## src/rtl/non_restoring_divider_pkg.sv

```systemverilog
// Shared constants and FSM encoding for the non-restoring divider.
package non_restoring_divider_pkg;

  localparam int DIV_BITS = 32;

  typedef enum logic [1:0] {
    IDLE = 2'd0,
    RUN  = 2'd1,
    FIX  = 2'd2,
    ZERO = 2'd3
  } div_state_e;

endpackage

```

## src/rtl/non_restoring_divider_if.sv

```systemverilog
// Request/result bundle between an ALU sequencer (master) and the divider (slave).
interface non_restoring_divider_if #(
  parameter int BITS = 32
);
  logic            start;
  logic [BITS-1:0] dividend;
  logic [BITS-1:0] divisor;
  logic            busy;
  logic            done;
  logic [BITS-1:0] quotient;
  logic [BITS-1:0] remainder;
  logic            div_by_zero;

  modport master (
    output start, dividend, divisor,
    input  busy, done, quotient, remainder, div_by_zero
  );

  modport slave (
    input  start, dividend, divisor,
    output busy, done, quotient, remainder, div_by_zero
  );
endinterface

```

## src/rtl/non_restoring_divider_arith.sv

```systemverilog
// Arithmetic leaf cells for the divider: a ripple-carry adder and a two's-complement negator.
module ripple_carry_adder #(
  parameter int BITS = 33
) (
  input  logic [BITS-1:0] a_i,
  input  logic [BITS-1:0] b_i,
  input  logic            c_in_i,
  output logic [BITS-1:0] sum_o
);
  logic [BITS-1:0] carry;

  assign carry[0] = c_in_i;

  generate
    for (genvar gi = 0; gi < BITS; gi++) begin : g_fa
      assign sum_o[gi] = a_i[gi] ^ b_i[gi] ^ carry[gi];
      // The carry out of the top bit is never needed by the divider.
      if (gi < BITS - 1) begin : g_carry
        assign carry[gi+1] = (a_i[gi] & b_i[gi]) | (carry[gi] & (a_i[gi] ^ b_i[gi]));
      end
    end
  endgenerate
endmodule

module signed_compliment #(
  parameter int BITS = 32
) (
  input  logic [BITS-1:0] in_i,
  output logic [BITS-1:0] out_o
);
  assign out_o = ~in_i + 1'b1;
endmodule

```

## src/rtl/non_restoring_divider.sv

```systemverilog
// Signed 32-bit non-restoring divider, one quotient bit per clock; quotient truncates toward zero.
module non_restoring_divider
  import non_restoring_divider_pkg::*;
#(
  parameter int BITS = DIV_BITS
) (
  input logic                    clk,
  input logic                    reset_n,
  non_restoring_divider_if.slave bus
);
  localparam int CNT_W = $clog2(BITS) + 1;

  div_state_e      state_q;
  logic [CNT_W-1:0] cnt_q;
  logic [BITS:0]    a_q;
  logic [BITS-1:0]  q_q;
  logic [BITS-1:0]  d_q;
  logic             sign_q_q;
  logic             sign_r_q;
  logic             busy_q;
  logic             done_q;
  logic             dbz_q;
  logic [BITS-1:0]  quot_q;
  logic [BITS-1:0]  rem_q;

  logic [BITS-1:0]  dvd_neg, dvs_neg, dvd_mag, dvs_mag;
  logic [BITS:0]    a_shift, add_a, add_b, d_ext, add_sum;
  logic             sub_op;
  logic [BITS-1:0]  q_neg, r_neg, r_mag, quot_d, rem_d;

  signed_compliment #(.BITS(BITS)) u_neg_dvd (.in_i(bus.dividend), .out_o(dvd_neg));
  signed_compliment #(.BITS(BITS)) u_neg_dvs (.in_i(bus.divisor),  .out_o(dvs_neg));

  assign dvd_mag = bus.dividend[BITS-1] ? dvd_neg : bus.dividend;
  assign dvs_mag = bus.divisor[BITS-1]  ? dvs_neg : bus.divisor;

  // The shift never changes A's sign (|A| < D <= 2^(BITS-1)), so the pre-shift sign picks the op.
  assign a_shift = {a_q[BITS-1:0], q_q[BITS-1]};
  assign sub_op  = (state_q == RUN) && !a_q[BITS];
  assign add_a   = (state_q == RUN) ? a_shift : a_q;
  assign d_ext   = {1'b0, d_q};
  assign add_b   = sub_op ? ~d_ext : d_ext;

  ripple_carry_adder #(.BITS(BITS+1)) u_add (
    .a_i    (add_a),
    .b_i    (add_b),
    .c_in_i (sub_op),
    .sum_o  (add_sum)
  );

  // In FIX the adder holds A + D, used only when the final remainder went negative.
  assign r_mag = a_q[BITS] ? add_sum[BITS-1:0] : a_q[BITS-1:0];

  signed_compliment #(.BITS(BITS)) u_neg_q (.in_i(q_q),   .out_o(q_neg));
  signed_compliment #(.BITS(BITS)) u_neg_r (.in_i(r_mag), .out_o(r_neg));

  assign quot_d = sign_q_q ? q_neg : q_q;
  assign rem_d  = sign_r_q ? r_neg : r_mag;

  always_ff @(posedge clk or negedge reset_n) begin
    if (!reset_n) begin
      state_q  <= IDLE;
      cnt_q    <= '0;
      a_q      <= '0;
      q_q      <= '0;
      d_q      <= '0;
      sign_q_q <= 1'b0;
      sign_r_q <= 1'b0;
      busy_q   <= 1'b0;
      done_q   <= 1'b0;
      dbz_q    <= 1'b0;
      quot_q   <= '0;
      rem_q    <= '0;
    end else begin
      done_q <= 1'b0;
      case (state_q)
        IDLE: begin
          if (bus.start) begin
            sign_q_q <= bus.dividend[BITS-1] ^ bus.divisor[BITS-1];
            sign_r_q <= bus.dividend[BITS-1];
            a_q      <= '0;
            d_q      <= dvs_mag;
            cnt_q    <= CNT_W'(BITS);
            busy_q   <= 1'b1;
            if (bus.divisor == '0) begin
              // Q carries the raw dividend through to become the remainder.
              q_q     <= bus.dividend;
              state_q <= ZERO;
            end else begin
              q_q     <= dvd_mag;
              state_q <= RUN;
            end
          end
        end
        RUN: begin
          a_q   <= add_sum;
          q_q   <= {q_q[BITS-2:0], ~add_sum[BITS]};
          cnt_q <= cnt_q - 1'b1;
          if (cnt_q == CNT_W'(1)) begin
            state_q <= FIX;
          end
        end
        FIX: begin
          quot_q  <= quot_d;
          rem_q   <= rem_d;
          dbz_q   <= 1'b0;
          done_q  <= 1'b1;
          busy_q  <= 1'b0;
          state_q <= IDLE;
        end
        ZERO: begin
          quot_q  <= '1;
          rem_q   <= q_q;
          dbz_q   <= 1'b1;
          done_q  <= 1'b1;
          busy_q  <= 1'b0;
          state_q <= IDLE;
        end
        default: state_q <= IDLE;
      endcase
    end
  end

  assign bus.busy        = busy_q;
  assign bus.done        = done_q;
  assign bus.quotient    = quot_q;
  assign bus.remainder   = rem_q;
  assign bus.div_by_zero = dbz_q;
endmodule

```

## src/flat_wrapper.sv

```systemverilog
// flat-port wrapper written by rule: the top's interface ports become plain ports
module non_restoring_divider_flat import non_restoring_divider_pkg::*;
#(
  parameter int BITS = DIV_BITS
)
  (clk, reset_n, bus_start, bus_dividend, bus_divisor, bus_busy, bus_done, bus_quotient, bus_remainder, bus_div_by_zero);
  non_restoring_divider_if #(.BITS(BITS)) bus_i ();
  input logic clk;
  input logic reset_n;
  input wire logic [$bits(bus_i.start)-1:0] bus_start;
  input wire logic [$bits(bus_i.dividend)-1:0] bus_dividend;
  input wire logic [$bits(bus_i.divisor)-1:0] bus_divisor;
  output wire logic [$bits(bus_i.busy)-1:0] bus_busy;
  output wire logic [$bits(bus_i.done)-1:0] bus_done;
  output wire logic [$bits(bus_i.quotient)-1:0] bus_quotient;
  output wire logic [$bits(bus_i.remainder)-1:0] bus_remainder;
  output wire logic [$bits(bus_i.div_by_zero)-1:0] bus_div_by_zero;
  assign bus_i.start = bus_start;
  assign bus_i.dividend = bus_dividend;
  assign bus_i.divisor = bus_divisor;
  assign bus_busy = bus_i.busy;
  assign bus_done = bus_i.done;
  assign bus_quotient = bus_i.quotient;
  assign bus_remainder = bus_i.remainder;
  assign bus_div_by_zero = bus_i.div_by_zero;
  non_restoring_divider #(.BITS(BITS)) u_core (.clk(clk), .reset_n(reset_n), .bus(bus_i));
endmodule
```

## config.mk

```make
export PLATFORM = sky130hd
export DESIGN_NAME = non_restoring_divider_flat
export DESIGN_NICKNAME = d
export VERILOG_FILES = /design/src/rtl/non_restoring_divider_pkg.sv /design/src/rtl/non_restoring_divider_if.sv /design/src/rtl/non_restoring_divider_arith.sv /design/src/rtl/non_restoring_divider.sv /design/src/flat_wrapper.sv
export SDC_FILE = /design/constraint.sdc
export NUM_CORES = 1
export LEC_CHECK = 0
export CORE_MARGIN = 2
export CORE_UTILIZATION = 25
export DETAILED_ROUTE_END_ITERATION = 8
export GPL_TIMING_DRIVEN = 0
export PLACE_DENSITY = 0.43
export SLEW_MARGIN = 20
export SYNTH_ARGS = -nofsm -noshare
export SYNTH_HDL_FRONTEND = slang
export SYNTH_SLANG_ARGS = --single-unit
```

## constraint.sdc

```tcl
create_clock -name clk -period 15.65 [get_ports clk]
set_clock_uncertainty 0.15 [all_clocks]
set_input_delay 3.9125 -clock clk [delete_from_list [all_inputs] [get_ports clk]]
set_output_delay 3.9125 -clock clk [all_outputs]
set_load 0.01 [all_outputs]
```

==> impl_metrics.json <==
{
  "layout.nets": 1544,
  "worstReg2RegStart": "u_core.a_q[32]",
  "p_per_area_nw_per_um2": 272.9,
  "floorplan.initialDensity_pct": 25.17,
  "leakage_nw": 5.781,
  "worstPathArrival_ns": 15.26,
  "crit_top_cell": "fa_1",
  "swShare_pct": 48.71,
  "crit_slowest_cell": "fa_1",
  "syn_to_final_growth_pct": 24.19,
  "drv_slew": 0,
  "hpwl_mm": 33.05,
  "use_met3_pct": 2.697,
  "final-hold-violation-count": 0,
  "cp_num_buf_inv": 8,
  "synth.top_cell.area_share_pct": 38.28,
  "cp-start-kind": "flip-flop",
  "placed_area_um2": 13520,
  "yosysWarnings": 0,
  "tightest_slew_ns": 0.8871,
  "pin_count": 134,
  "pwr-share-clk_pct": 11.6,
  "fp-row-count": 78,
  "use_met2_pct": 29.71,
  "grt-ovfl-total": 0,
  "max-vdd-ir-drop_mv": 0.08790,
  "status": "finished, final reports clean",
  "htreeDepth": 4,
  "synth_cell_types": 64,
  "critPathMaxStageDelay_ns": 0.44,
  "place.gp.congestion": 0.8302,
  "fin_setup_tns_ns": 0,
  "timing.critical_path.from": "u_core.a_q[32]",
  "p_sw_mw": 1.878,
  "drtIter0Drc": 631,
  "finalCritPeriodShare_pct": 96.19,
  "core-area_um2": 45190,
  "crit_family": "adder cells",
  "relSlewSlack_pct": 40.86,
  "power_frac_seq_pct": 23.9,
  "top_usage_layer": "met2",
  "hold_path_class": "flip-flop to flip-flop",
  "viasPerCell": 4.835,
  "post_cts_buffers": 0,
  "hold_slack_ns": 0.3378,
  "yosysSeqAreaShare_pct": 38.28,
  "antenna_cells": 0,
  "grt_pass1_vias": 9951,
  "clock_latency_ns": 0.45,
  "die_y_um": 217.3,
  "die_x_um": 217.3,
  "endpoint_kind": "flip-flop",
  "ctsHoldBuffers": 0,
  "wl_per_cell_um": 20.18,
  "cts.path.max_buffers": 2,
  "drive_above_1_share_pct": 5.437,
  "p_int_mw": 1.977,
  "path_clk_slew_ns": 0.07,
  "worstSetupPathType": "flip-flop to flip-flop",
  "vias": 9926,
  "ys_seq_elements": 174,
  "synth_area_leaders": "dfrtp_1 38%, xor2_1 9.3%, nand2_1 6.9%, fa_1 5.5%, o21ai_1 4.0%",
  "use_met1_pct": 23.86,
  "root_buffer": "clkbuf_16",
  "numPortBuffers": 133,
  "cp_max_fo": 10,
  "drc": 0,
  "grt_usage_pct": 17.66,
  "synthArstFlopShare_pct": 100.0,
  "cp.required_ns": 15.85,
  "maxCapViolations": 0,
  "p_comb_share_pct": 64.5,
  "cts_tree": "built",
  "holdCritStartpoint": "u_core.d_q[6]",
  "yosysTopAreaCell": "dfrtp_1",
  "syn_nets": 1391,
  "finish.instance_area_um2": 14130,
  "clock_sinks": 174,
  "grt_max_degree": 71,
  "grt_setup_unrepaired": "no",
  "final_util_pct": 31.26,
  "grt_pass1_wl_mm": 62.47,
  "synthesis.area_um2": 11370,
  "synthCells": 1287,
  "setup_viol_count_final": 0,
  "finalCriticalPeriod_ns": 15.05,
  "timing.fmax_mhz": 66.43,
  "antenna_found_initial": 0,
  "synth_edf_count": 0,
  "drt_wl_total_mm": 41.42,
  "postRouteAntennaNets": 0,
  "syn_area_per_cell_um2": 8.838,
  "drt_pass1_iterations": 5,
  "ys.flop_type": "dfrtp_1",
  "numCtsBuffers": 17,
  "die-area_um2": 47220
}
==> synthesized netlist by cell type, drive strengths merged (3+ instances only) <==
cell / instances
nor3: 23
xnor2: 28
or4: 18
a21o: 3
nand2: 209
and3: 30
a22oi: 22
or3b: 4
mux2i: 30
clkbuf: 68
ha: 6
a22o: 3
a31oi: 10
o21ai: 150
or3: 15
nand3: 17
dfrtp: 174
mux2: 9
and2: 4
nor2b: 3
nor3b: 8
xor2: 121
nor4: 14
nor2: 67
inv: 21
o22ai: 4
nand2b: 5
o41ai: 20
nand4: 4
or2: 4
buf: 23
o31ai: 37
a21oi: 79
o211ai: 3
fa: 31
==> cell families after synthesis <==
kind of cell / Yosys count / synth area share, %
and+or+nand+nor: 430 / 18.23
AOI/OAI and AO/OA: 346 / 18.33
DFF: 174 / 38.28
xor gates and xnor gates: 149 / 11.47
buffers and inverters: 112 / 4.048
muxes: 39 / 3.531
adders and majority gates: 37 / 6.116
==> registers in the layout, summed over array words and instances, names as in the netlist <==
name	count
u_core.bus.quotient	32
u_core.bus.div_by_zero	1
u_core.bus.done	1
u_core.q_q	32
u_core.bus.remainder	32
u_core.bus.busy	1
u_core.sign_q_q	1
u_core.a_q	33
u_core.cnt_q	6
u_core.state_q	2
u_core.sign_r_q	1
u_core.d_q	32
==> worst register-to-register path: cells and delay by family (launching register included) <==
family | cells | cell delay, ns
AOI/OAI and AO/OA | 4 | 0.87
xor gates and xnor gates | 1 | 0.20
adders and majority gates | 30 | 11.77
buffers and inverters | 8 | 1.38
DFF | 1 | 0.42
and+or+nand+nor | 2 | 0.19
==> stage by stage <==
step | worst slack [ns] | total power, mW | std cells
6_report | 0.5963 | 3.855 | 2053
2_1_floorplan | 1.719 | 2.551 | 1287
3_3_place_gp | -0.01375 | 3.400 | 2020
4_1_cts | 0.01429 | 3.888 | 2054
5_1_grt | 0.01351 | 4.224 | 2053
3_5_place_dp | 0.02976 | 3.427 | 2022
==> final cells by class <==
| type | count | area, µm² |
|---|---|---|
| plain buffers | 90 | 385.4 |
| clock buffers | 19 | 442.9 |
| clock inverters | 13 | 151.4 |
| fillers | 4844 | 31060 |
| inverters | 21 | 78.83 |
| multi-input cells | 1001 | 6570 |
| flip-flops and latches | 174 | 4355 |
| well taps | 600 | 750.7 |
| repair buffers | 135 | 1391 |
==> cells in the final DEF, fill, tap and decap left out, drive strengths merged, types with 3 or more instances in the layout <==
master / instances
ha: 6
a31oi: 10
xnor2: 28
or3b: 4
nand2: 209
nor3b: 8
o41ai: 20
mux2i: 30
or4: 18
inv: 26
nand4: 4
or2: 4
o22ai: 4
a21o: 3
o21ai: 150
nor4: 14
a22oi: 22
clkbuf: 88
nor2b: 3
nor3: 23
a22o: 3
buf: 24
mux2: 9
or3: 15
a21oi: 79
dfrtp: 174
clkdlybuf4s50: 132
fa: 31
nor2: 67
and3: 30
o31ai: 37
o211ai: 3
nand2b: 5
clkinv: 5
and2: 4
nand3: 17
xor2: 121
==> path summary, 6_finish.rpt <==
check	end	slack, ns	cells past startpoint
worst max-delay path	u_core.bus.remainder[30]	0.60	45
worst min-delay path	u_core.d_q[6]	0.34	2
worst max register to register	u_core.bus.remainder[30]	0.60	45
worst min register to register	u_core.d_q[6]	0.34	2
max in group asynchronous	u_core.d_q[21]	11.12	3
min in group asynchronous	u_core.bus.quotient[15]	3.19	1
==> power by group through the flow <==
| stage | logic [mW] | clock network (mW) | registers, mW |
|---|---|---|---|
| after global placement | 2.47 | 0 | 0.928 |
| after detailed placement | 2.50 | 0 | 0.931 |
| after CTS | 2.51 | 0.459 | 0.923 |
| after floorplan | 1.68 | 0 | 0.871 |
| after global routing | 2.79 | 0.476 | 0.955 |
| final | 2.48 | 0.448 | 0.922 |
==> timing repair <==
item	in CTS	in global routing
hold endpoints to repair	0	0
endpoints found under the setup margin	0	4
resized for setup	0	9
==> per-layer routing <==
metal	routed length, µm	up-vias
li1	-	4846
met1	19380	4820
met2	19790	235
met3	1691	25
met4	563	0
met5	0	-
(Power assumes the default switching activity.)
==> variant: new RTL, config.mk and constraints unchanged <==
`DIV_BITS`: 32 -> 64.
--- a/src/rtl/non_restoring_divider_pkg.sv
+++ b/src/rtl/non_restoring_divider_pkg.sv
@@ -1,7 +1,7 @@
 // Shared constants and FSM encoding for the non-restoring divider.
 package non_restoring_divider_pkg;
 
-  localparam int DIV_BITS = 32;
+  localparam int DIV_BITS = 64;
 
   typedef enum logic [1:0] {
     IDLE = 2'd0,
Interface: changed (resized bus_dividend, bus_divisor, bus_quotient and bus_remainder); port bits go from 134 to 262. No check against the original RTL was run, so the function may have changed too.
==> variant against the unedited design <==
The run now ends with negative setup slack left; design area is 110% higher; fmax is 37% lower; setup slack worse by 8800 ps; sequential cell count is 161 higher; area after synthesis is 98% higher; highest routed layer is now met5; routed wire length grew to 2.6 times the old value; first-iteration DRC count grew to 2.8 times the old value.
Power is left out: it rests on default switching activity, and per cell area and clock period it moved more than threefold.
==> variant: results (changes against the unedited design) <==
| Metric | Value |
|---|---|
| Top cells by area, synth | dfrtp_1, xor2_1, nand2_1 |
| Fin cells | 4117 (+100%) |
| Max clock buf depth | 3 (+1) |
| Total GRT Usage | 22.8% (+5.1 points) |
| HPWL Detailed | 84700 um (+160%) |
| GP Congestion | 0.908 (+9.3%) |
| CTS Buf Count | 43 (+26) |
| Syn_nets | 2759 (+98%) |
| Max reg flops | 65 (+97%) |
| Final nets | 3116 (+100%) |
| Pin count of the biggest net entering global routing | 91 (+28%) |
| Post-synth top cells | nand2_1, dfrtp_1, o21ai_0 |
| Post-synthesis sequential area ratio | 37.3% (-0.98 points) |
| Synth cell types | 83 (+30%) |
| Failing checks | negative setup slack |
| H-tree lvl count | 2 (-2) |
| Status | finished with violations |
| Port Buf Inserts | 259 (+95%) |
| Post-Synthesis Cells | 2559 (+99%) |
| Share of cells above drive strength 1 | 13.4% (+7.9 points) |
| Final setup violating endpoints | 51 (+51) |
| Initial DRC Count | 1745 (+180%) |
| Worst Path Max Fanout | 8 (-2) |
| CP arrival | 24080 ps (+8820 ps) |
| DR vias | 21.9k (+120%) |
| Slack of the critical path | -8160 ps (-8750 ps) |
| Max-slew headroom | 26.0% (-15 points) |
| Initial antenna violation count | 4 (+4) |
==> variant: per-stage QoR <==
step | worst slack (ps) | TNS (ps) | utilization [%]
floorplan | -7900 | -222590 | -
global placement | -9520 | -2014820 | 30.3
detailed placement | -9550 | -303510 | 30.4
CTS | -8560 | -253420 | 32.8
global route | -8660 | -251410 | 33.5
finish | -8160 | -230430 | 33.5
==> variant: area by class of cell <==
class / count / area (um^2)
clock buffer: 63 / 1270
buffer: 171 / 807
inverter: 21 / 78.8
clock inverter: 12 / 160
multi-input combinational: 2022 / 14400
sequential: 335 / 8390
antenna: 6 / 15.0
timing repair buffer: 322 / 3200
fill: 9172 / 59000
tap: 1165 / 1460
==> variant: repair_timing <==
| action | in CTS | in global routing |
|---|---|---|
| pin swaps | 29 | 35 |
| endpoints found under the setup margin | 60 | 58 |
| resized for setup | 110 | 105 |
| buffers inserted | 30 | 32 |
==> variant: cell families after synthesis <==
logic type      Yosys count  synth area share (%)
simple gates            882                  18.6
xor+xnor                286                  11.1
fa+ha+maj                69                  5.95
flops                   335                  37.3
mux                      80                  3.62
compound gates          705                  19.7
buf+inv                 202                  3.69
==> variant: worst paths after layout <==
check,cells past startpoint,from,slack (ps),to
setup / recovery,75,u_core.state_q[0],-8160,u_core.q_q[0]
hold / removal,1,u_core.cnt_q[5],330,u_core.cnt_q[5]
setup reg to reg,75,u_core.state_q[0],-8160,u_core.q_q[0]
hold reg to reg,1,u_core.cnt_q[5],330,u_core.cnt_q[5]
max in group asynchronous,2,reset_n,11200,u_core.a_q[53]
min in group asynchronous,1,reset_n,3190,u_core.bus.quotient[29]
==> variant: per-layer routing <==
metal	global-route usage [%]	wire length [um]	up-vias
li1	-	-	9867
met1	30.9	47600	10900
met2	37.0	49100	958
met3	3.50	6600	168
met4	7.42	4210	2
met5	0	8	-
